$ cat src/rtl/ct_mat_cmplt_arbiter_if.sv
// Completion bus between the matrix execution units and the pipe8 completion arbiter.
interface ct_mat_cmplt_arbiter_if #(
    parameter int unsigned IID_W = 7
);
    logic             rtu_yy_xx_flush;
    logic             mat_cfg_cbus_ex1_pipe8_sel;
    logic [IID_W-1:0] mat_cfg_cbus_ex1_pipe8_iid;
    logic             mat_alu_cbus_ex1_pipe8_sel;
    logic [IID_W-1:0] mat_alu_cbus_ex1_pipe8_iid;
    logic             mat_lsu_cbus_ex1_pipe8_sel;
    logic [IID_W-1:0] mat_lsu_cbus_ex1_pipe8_iid;
    logic             mat_arb_cfg_full;
    logic             mat_arb_alu_full;
    logic             mat_arb_lsu_full;
    logic             mat_rtu_pipe8_cmplt;
    logic [IID_W-1:0] mat_rtu_pipe8_iid;
    logic             mat_arb_idle;
    logic             mat_arb_ovfl;

    // Unit / flush side: issues completions, observes status.
    modport master (
        output rtu_yy_xx_flush,
        output mat_cfg_cbus_ex1_pipe8_sel, mat_cfg_cbus_ex1_pipe8_iid,
        output mat_alu_cbus_ex1_pipe8_sel, mat_alu_cbus_ex1_pipe8_iid,
        output mat_lsu_cbus_ex1_pipe8_sel, mat_lsu_cbus_ex1_pipe8_iid,
        input  mat_arb_cfg_full, mat_arb_alu_full, mat_arb_lsu_full,
        input  mat_rtu_pipe8_cmplt, mat_rtu_pipe8_iid,
        input  mat_arb_idle, mat_arb_ovfl
    );

    // Arbiter side.
    modport slave (
        input  rtu_yy_xx_flush,
        input  mat_cfg_cbus_ex1_pipe8_sel, mat_cfg_cbus_ex1_pipe8_iid,
        input  mat_alu_cbus_ex1_pipe8_sel, mat_alu_cbus_ex1_pipe8_iid,
        input  mat_lsu_cbus_ex1_pipe8_sel, mat_lsu_cbus_ex1_pipe8_iid,
        output mat_arb_cfg_full, mat_arb_alu_full, mat_arb_lsu_full,
        output mat_rtu_pipe8_cmplt, mat_rtu_pipe8_iid,
        output mat_arb_idle, mat_arb_ovfl
    );
endinterface

$ cat src/rtl/ct_mat_cmplt_arbiter.sv
// Pipe8 completion arbiter: per-unit completion FIFOs drained round-robin,
// one registered completion per cycle to the RTU.
module ct_mat_cmplt_arbiter #(
    parameter int unsigned DEPTH = 4,
    parameter int unsigned IID_W = 7
) (
    input  logic                   forever_cpuclk,
    input  logic                   cpurst,
    ct_mat_cmplt_arbiter_if.slave  bus
);
    localparam int unsigned NSRC  = 3;
    localparam int unsigned PTR_W = (DEPTH > 1) ? $clog2(DEPTH) : 1;
    localparam int unsigned CNT_W = $clog2(DEPTH + 1);

    logic [IID_W-1:0] mem    [NSRC][DEPTH];
    logic [PTR_W-1:0] rd_ptr [NSRC];
    logic [PTR_W-1:0] wr_ptr [NSRC];
    logic [CNT_W-1:0] cnt    [NSRC];
    logic [IID_W-1:0] push_iid [NSRC];

    logic [NSRC-1:0]  sel;
    logic [NSRC-1:0]  full;
    logic [NSRC-1:0]  nonempty;
    logic [NSRC-1:0]  push;
    logic [NSRC-1:0]  pop;

    logic [1:0]       rr_ptr;
    logic [2:0]       cand;
    logic             gnt_vld;
    logic [1:0]       gnt_idx;
    logic [IID_W-1:0] gnt_iid;

    logic             cmplt_q;
    logic [IID_W-1:0] iid_q;
    logic             ovfl_q;

    // Gather the three unit push ports into indexable form (cfg=0, alu=1, lsu=2).
    always_comb begin
        sel         = '0;
        sel[0]      = bus.mat_cfg_cbus_ex1_pipe8_sel;
        sel[1]      = bus.mat_alu_cbus_ex1_pipe8_sel;
        sel[2]      = bus.mat_lsu_cbus_ex1_pipe8_sel;
        push_iid[0] = bus.mat_cfg_cbus_ex1_pipe8_iid;
        push_iid[1] = bus.mat_alu_cbus_ex1_pipe8_iid;
        push_iid[2] = bus.mat_lsu_cbus_ex1_pipe8_iid;
    end

    // FIFO status and accepted pushes; a flush drops same-cycle pushes.
    always_comb begin
        full     = '0;
        nonempty = '0;
        push     = '0;
        for (int s = 0; s < NSRC; s++) begin
            full[s]     = (cnt[s] == CNT_W'(DEPTH));
            nonempty[s] = (cnt[s] != '0);
            push[s]     = sel[s] && !full[s] && !bus.rtu_yy_xx_flush;
        end
    end

    // Round-robin grant: first non-empty source at or after rr_ptr; none during flush.
    always_comb begin
        gnt_vld = 1'b0;
        gnt_idx = '0;
        cand    = '0;
        pop     = '0;
        for (int k = 0; k < NSRC; k++) begin
            cand = 3'(rr_ptr) + 3'(k);
            if (cand >= 3'(NSRC)) begin
                cand = cand - 3'(NSRC);
            end
            if (!gnt_vld && nonempty[cand[1:0]] && !bus.rtu_yy_xx_flush) begin
                gnt_vld = 1'b1;
                gnt_idx = cand[1:0];
            end
        end
        if (gnt_vld) begin
            pop[gnt_idx] = 1'b1;
        end
        gnt_iid = mem[gnt_idx][rd_ptr[gnt_idx]];
    end

    // FIFO storage; contents need no reset since counts gate visibility.
    always_ff @(posedge forever_cpuclk) begin
        for (int s = 0; s < NSRC; s++) begin
            if (push[s] && !cpurst) begin
                mem[s][wr_ptr[s]] <= push_iid[s];
            end
        end
    end

    // Pointers, counts, round-robin state, sticky overflow and output register.
    always_ff @(posedge forever_cpuclk) begin
        if (cpurst) begin
            for (int s = 0; s < NSRC; s++) begin
                rd_ptr[s] <= '0;
                wr_ptr[s] <= '0;
                cnt[s]    <= '0;
            end
            rr_ptr  <= '0;
            cmplt_q <= 1'b0;
            iid_q   <= '0;
            ovfl_q  <= 1'b0;
        end else if (bus.rtu_yy_xx_flush) begin
            for (int s = 0; s < NSRC; s++) begin
                rd_ptr[s] <= '0;
                wr_ptr[s] <= '0;
                cnt[s]    <= '0;
            end
            cmplt_q <= 1'b0;
            iid_q   <= '0;
        end else begin
            for (int s = 0; s < NSRC; s++) begin
                if (push[s]) begin
                    wr_ptr[s] <= wr_ptr[s] + PTR_W'(1);
                end
                if (pop[s]) begin
                    rd_ptr[s] <= rd_ptr[s] + PTR_W'(1);
                end
                if (push[s] && !pop[s]) begin
                    cnt[s] <= cnt[s] + CNT_W'(1);
                end else if (!push[s] && pop[s]) begin
                    cnt[s] <= cnt[s] - CNT_W'(1);
                end
            end
            if ((sel & full) != '0) begin
                ovfl_q <= 1'b1;
            end
            cmplt_q <= gnt_vld;
            iid_q   <= gnt_vld ? gnt_iid : '0;
            if (gnt_vld) begin
                rr_ptr <= (gnt_idx == 2'd2) ? 2'd0 : gnt_idx + 2'd1;
            end
        end
    end

    // Status outputs: full/idle derive from the registered counts and output.
    always_comb begin
        bus.mat_arb_cfg_full    = full[0];
        bus.mat_arb_alu_full    = full[1];
        bus.mat_arb_lsu_full    = full[2];
        bus.mat_rtu_pipe8_cmplt = cmplt_q;
        bus.mat_rtu_pipe8_iid   = iid_q;
        bus.mat_arb_idle        = (nonempty == '0) && !cmplt_q;
        bus.mat_arb_ovfl        = ovfl_q;
    end

endmodule

$ cat src/flat_wrapper.sv
// flat-port wrapper written by rule: the top's interface ports become plain ports
module ct_mat_cmplt_arbiter_flat 
#(
    parameter int unsigned DEPTH = 4,
    parameter int unsigned IID_W = 7
)
  (forever_cpuclk, cpurst, bus_rtu_yy_xx_flush, bus_mat_cfg_cbus_ex1_pipe8_sel, bus_mat_cfg_cbus_ex1_pipe8_iid, bus_mat_alu_cbus_ex1_pipe8_sel, bus_mat_alu_cbus_ex1_pipe8_iid, bus_mat_lsu_cbus_ex1_pipe8_sel, bus_mat_lsu_cbus_ex1_pipe8_iid, bus_mat_arb_cfg_full, bus_mat_arb_alu_full, bus_mat_arb_lsu_full, bus_mat_rtu_pipe8_cmplt, bus_mat_rtu_pipe8_iid, bus_mat_arb_idle, bus_mat_arb_ovfl);
  ct_mat_cmplt_arbiter_if #(.IID_W(IID_W)) bus_i ();
  input  logic forever_cpuclk;
  input  logic cpurst;
  input wire logic [$bits(bus_i.rtu_yy_xx_flush)-1:0] bus_rtu_yy_xx_flush;
  input wire logic [$bits(bus_i.mat_cfg_cbus_ex1_pipe8_sel)-1:0] bus_mat_cfg_cbus_ex1_pipe8_sel;
  input wire logic [$bits(bus_i.mat_cfg_cbus_ex1_pipe8_iid)-1:0] bus_mat_cfg_cbus_ex1_pipe8_iid;
  input wire logic [$bits(bus_i.mat_alu_cbus_ex1_pipe8_sel)-1:0] bus_mat_alu_cbus_ex1_pipe8_sel;
  input wire logic [$bits(bus_i.mat_alu_cbus_ex1_pipe8_iid)-1:0] bus_mat_alu_cbus_ex1_pipe8_iid;
  input wire logic [$bits(bus_i.mat_lsu_cbus_ex1_pipe8_sel)-1:0] bus_mat_lsu_cbus_ex1_pipe8_sel;
  input wire logic [$bits(bus_i.mat_lsu_cbus_ex1_pipe8_iid)-1:0] bus_mat_lsu_cbus_ex1_pipe8_iid;
  output wire logic [$bits(bus_i.mat_arb_cfg_full)-1:0] bus_mat_arb_cfg_full;
  output wire logic [$bits(bus_i.mat_arb_alu_full)-1:0] bus_mat_arb_alu_full;
  output wire logic [$bits(bus_i.mat_arb_lsu_full)-1:0] bus_mat_arb_lsu_full;
  output wire logic [$bits(bus_i.mat_rtu_pipe8_cmplt)-1:0] bus_mat_rtu_pipe8_cmplt;
  output wire logic [$bits(bus_i.mat_rtu_pipe8_iid)-1:0] bus_mat_rtu_pipe8_iid;
  output wire logic [$bits(bus_i.mat_arb_idle)-1:0] bus_mat_arb_idle;
  output wire logic [$bits(bus_i.mat_arb_ovfl)-1:0] bus_mat_arb_ovfl;
  assign bus_i.rtu_yy_xx_flush = bus_rtu_yy_xx_flush;
  assign bus_i.mat_cfg_cbus_ex1_pipe8_sel = bus_mat_cfg_cbus_ex1_pipe8_sel;
  assign bus_i.mat_cfg_cbus_ex1_pipe8_iid = bus_mat_cfg_cbus_ex1_pipe8_iid;
  assign bus_i.mat_alu_cbus_ex1_pipe8_sel = bus_mat_alu_cbus_ex1_pipe8_sel;
  assign bus_i.mat_alu_cbus_ex1_pipe8_iid = bus_mat_alu_cbus_ex1_pipe8_iid;
  assign bus_i.mat_lsu_cbus_ex1_pipe8_sel = bus_mat_lsu_cbus_ex1_pipe8_sel;
  assign bus_i.mat_lsu_cbus_ex1_pipe8_iid = bus_mat_lsu_cbus_ex1_pipe8_iid;
  assign bus_mat_arb_cfg_full = bus_i.mat_arb_cfg_full;
  assign bus_mat_arb_alu_full = bus_i.mat_arb_alu_full;
  assign bus_mat_arb_lsu_full = bus_i.mat_arb_lsu_full;
  assign bus_mat_rtu_pipe8_cmplt = bus_i.mat_rtu_pipe8_cmplt;
  assign bus_mat_rtu_pipe8_iid = bus_i.mat_rtu_pipe8_iid;
  assign bus_mat_arb_idle = bus_i.mat_arb_idle;
  assign bus_mat_arb_ovfl = bus_i.mat_arb_ovfl;
  ct_mat_cmplt_arbiter #(.DEPTH(DEPTH), .IID_W(IID_W)) u_core (.forever_cpuclk(forever_cpuclk), .cpurst(cpurst), .bus(bus_i));
endmodule
$ cat config.mk
export PLATFORM = sky130hd
export DESIGN_NAME = ct_mat_cmplt_arbiter_flat
export DESIGN_NICKNAME = d
export VERILOG_FILES = /design/src/rtl/ct_mat_cmplt_arbiter_if.sv /design/src/rtl/ct_mat_cmplt_arbiter.sv /design/src/flat_wrapper.sv
export SDC_FILE = /design/constraint.sdc
export NUM_CORES = 1
export LEC_CHECK = 0
export CAP_MARGIN = 0
export CORE_MARGIN = 5
export CORE_UTILIZATION = 31
export CTS_BUF_LIST = sky130_fd_sc_hd__clkbuf_4 sky130_fd_sc_hd__clkbuf_8
export CTS_CLUSTER_DIAMETER = 40
export DETAILED_ROUTE_END_ITERATION = 12
export PLACE_DENSITY_LB_ADDON = 0.15
export SLEW_MARGIN = 10
export SYNTH_ARGS = -nofsm -noshare
export SYNTH_HDL_FRONTEND = slang
export SYNTH_SLANG_ARGS = --single-unit
$ cat constraint.sdc
create_clock -name forever_cpuclk -period 4.1 [get_ports forever_cpuclk]
set_input_delay 1.025 -clock forever_cpuclk [delete_from_list [all_inputs] [get_ports forever_cpuclk]]
set_output_delay 1.025 -clock forever_cpuclk [all_outputs]
set_load 0.02 [all_outputs]
==> metrics.md <==
| Metric | Value |
|---|---|
| Status | completed |
| PnR worst setup slack | 483.9 ps |
| Post-synth EDFFs | 105 |
| Sequential element share of the synthesized area | 0.6248 |
| Slowest stage cell on the critical path | clkdlybuf4s50_1 |
| Post-synthesis cell count | 388 |
| Hold_sp | u_core.bus.mat_arb_ovfl |
| Fin crit period | 3616 ps |
| Hold Path End | u_core.bus.mat_arb_ovfl |
| Slew of the pin with the lowest slew margin | 856.0 ps |
| Fin crit share | 0.8820 |
| Syn-to-layout area delta | 19.63% |
| Clk_lat worst skew | 440 ps |
| Drt wl/cell | 18.28 µm |
| Final setup violation count | 0 |
| Final Instance Count excl. Fillers | 670 |
| Cell Area, Placed | 6012 µm² |
| Most frequent cell after synthesis | edfxtp_1 |
| Antenna viol nets, final | 0 |
| Crit end category | primary output |
| Clock Skews | 13.77 ps |
| Ys flop type | edfxtp_1 |
| Slew Limit Fails | 0 |
| Setup TNS Final | 0 ps |
| Initial Util | 0.3143 |
| Syn Area/Cell | 13.91 µm² |
| Max incr delay on CP | 650 ps |
| Leading post-synthesis cells by cell area | edfxtp_1 58%, and3_1 4.5%, a221oi_1 4.2%, ha_1 4.2%, dfxtp_1 4.1% |
| Yosys top cell by area | edfxtp_1 |
| Antenna diodes | 0 |
| Number of max-cap violations | 0 |
| H-tree levels | 4 |
| Synth cell count leaders | 105 x edfxtp_1, 39 x and3_1, 26 x a221oi_1 |
| Final GP Congestion | 0.7980 |
| CTS root buffer | clkbuf_8 |
| Worst slack at placement | 125.3 ps |
| Post-synth top area share | 0.5840 |
| CTS Hold Bufs | 0 |
| Ys Warns | 0 |
| R2r setup slk | 560 ps |
| Post_cts resized | 0 |
| Num rows | 48 |
| CTS Buf Count | 17 |
| Pin count of the biggest net entering global routing | 34 |
| DR DRC count | 0 |
| Die Span Y | 142.0 µm |
| Max clock buf depth | 2 |
| Cell family with most CP delay | simple AND/OR/NAND/NOR gates |
| Port Buf Inserts | 39 |
| RSZ-0062 raised after global routing | false |
| Pre-antenna DRT Iters | 5 |
| Nets | 479 |
| Lkg Pwr | 2.365 nW |
| Design area | 6459 µm² |
| Worst path arrival time | 2590 ps |
| PD cells | 758.9 nW/µm² |
| Yosys reg bits | 116 |
| Fraction of layout cells with a size suffix above 1 | 0.1303 |
| Via count | 3283 |
| FF-to-FF Start | u_core.cnt[2][0] |
| Hold-critical path depth | 2 |
| Crit path cell chain | inv_1, ha_1, nor2b_1, nor4b_1, clkdlybuf4s50_1 |
| Synthesized Nets | 435 |
| CP startpoint kind | register |
| Core ar. | 17180 µm² |
| GRT Util Overall | 0.1287 |
| Clk slew on worst S/H paths | 70 ps |
| Die Footprint | 20160 µm² |
| Total congestion overflow | 0 |
| Vias in the first global route | 3282 |
| Worst Path Max Fanout | 7 |
| Post-Route WL | 12250 µm |
| CTS tree | built |
| Final Hold Viols | 0 |
| IO Pins | 40 |
| Placed cells | 638 |
| Routed vias/inst | 4.900 |
| Cell variety after synth | 60 |
| Drt initial violations | 259 |
| Req. time, crit path | 3070 ps |
| RR Endpoint | u_core.cnt[1][2] |
| Worst Reg2Reg Path Length in Cells | 11 |
| Crit Path Class | reg2out |
| CP Buf/Inv Count | 2 |
| Worst VDD drop | 0.0002740 V |
| Async S/R FF share, synth | 0 |
| Maximum operating frequency | 0.2765 GHz |
| Die width | 142.0 µm |
| Setup bufs post-CTS | 0 |
| Relative slew slack | 0.4280 |
| Fin util | 0.3760 |
| Post-DP HPWL | 8805 µm |
| First-pass GRT wire length | 19210 µm |
| Synthesized area | 5399 µm² |
| Min-delay worst type | reg2reg |
| Initial antenna violation count | 0 |
| Filler Cell Count | 1682 |
| Clock Sinks | 116 |
-- sequential cells by signal (all words and copies together) (netlist names) --
signal / flops
u_core.mem: 84
u_core.bus.mat_arb_ovfl: 1
u_core.bus.mat_rtu_pipe8_cmplt: 1
u_core.wr_ptr: 6
u_core.rd_ptr: 6
u_core.rr_ptr: 2
u_core.cnt: 9
u_core.bus.mat_rtu_pipe8_iid: 7
-- through the flow --
step	hold slack, ps	power, W
6_report	475.1	0.004902
5_1_grt	524.6	0.005238
3_3_place_gp	459.9	0.003734
4_1_cts	476.1	0.004930
2_1_floorplan	447.0	0.003255
3_5_place_dp	465.2	0.003754
-- power by group --
part / internal, W / leakage [nW] / switching, W
clock network: 0.000684 / 0.214 / 0.000491
logic: 0.000909 / 1.06 / 0.00126
registers: 0.00146 / 1.09 / 0.0000980
-- routing by layer --
metal,share of wire,up-vias,GRT usage
met4,0.016,0,0.04899
met2,0.44,93,0.1845
li1,-,1581,-
met1,0.49,1593,0.1880
met5,0,-,0
met3,0.047,16,0.03159
-- area by class of cell --
class                      instances  area [µm²]  share of cell area
inverter                          22       82.58             0.01279
sequential                       116        3373              0.5223
clock buffer                      18       247.7             0.03836
clock inverter                    14       198.9             0.03080
multi-input combinational        229        1832              0.2836
timing repair buffer              46       442.9             0.06858
tap                              225       281.5             0.04359
-- cell usage in the layout, fill, tap and decap left out, types with 6 or more instances in the layout --
master           Yosys  routed
inv_1               22      22
clkdlybuf4s50_1      0      39
dfxtp_1             11      11
and2_1               7       7
xnor2_1              7       7
nor2_1              22      22
mux2i_1             14      14
a21oi_1              7       7
o21ai_0              6       6
a221oi_1            26      26
a22o_1               7       7
edfxtp_1           105     105
ha_1                18      18
nor2b_1              7       7
and3_1              39      39
buf_4                0       7
nand2_1             14      14
clkbuf_8             0      18
-- worst register-to-register path: stages (launching register included) --
cell and delay, ps:
edfxtp_1 430, inv_1 100, ha_1 180, nor2b_1 510, nor3b_2 200, o41ai_4 440
and2_1 400, nand3_1 210, fa_1 470, xor2_1 170, xnor2_1 130, nor2_1 60
-- kinds of logic after synthesis --
family                   share of synthesized area
AO/OA/AOI/OAI                               0.1282
XOR/XNOR                                   0.01622
adder cells (fa/ha/maj)                    0.04913
buffers and inverters                      0.03801
flip-flops                                  0.6248
multiplexers                               0.02596
AND/OR/NAND/NOR                             0.1177
-- how the worst max path moves through the flow --
stage,from,to,cells past startpoint
5_1_grt,u_core.cnt[2][0],u_core.cnt[1][2],11
2_1_floorplan,bus_rtu_yy_xx_flush,u_core.cnt[0][2],10
3_5_place_dp,bus_rtu_yy_xx_flush,u_core.cnt[2][0],8
3_3_place_gp,bus_rtu_yy_xx_flush,u_core.cnt[2][2],8
4_1_cts,u_core.cnt[2][0],bus_mat_arb_idle,5
6_report,u_core.cnt[2][0],bus_mat_arb_idle,5
Power figures use the tool's default switching activity.
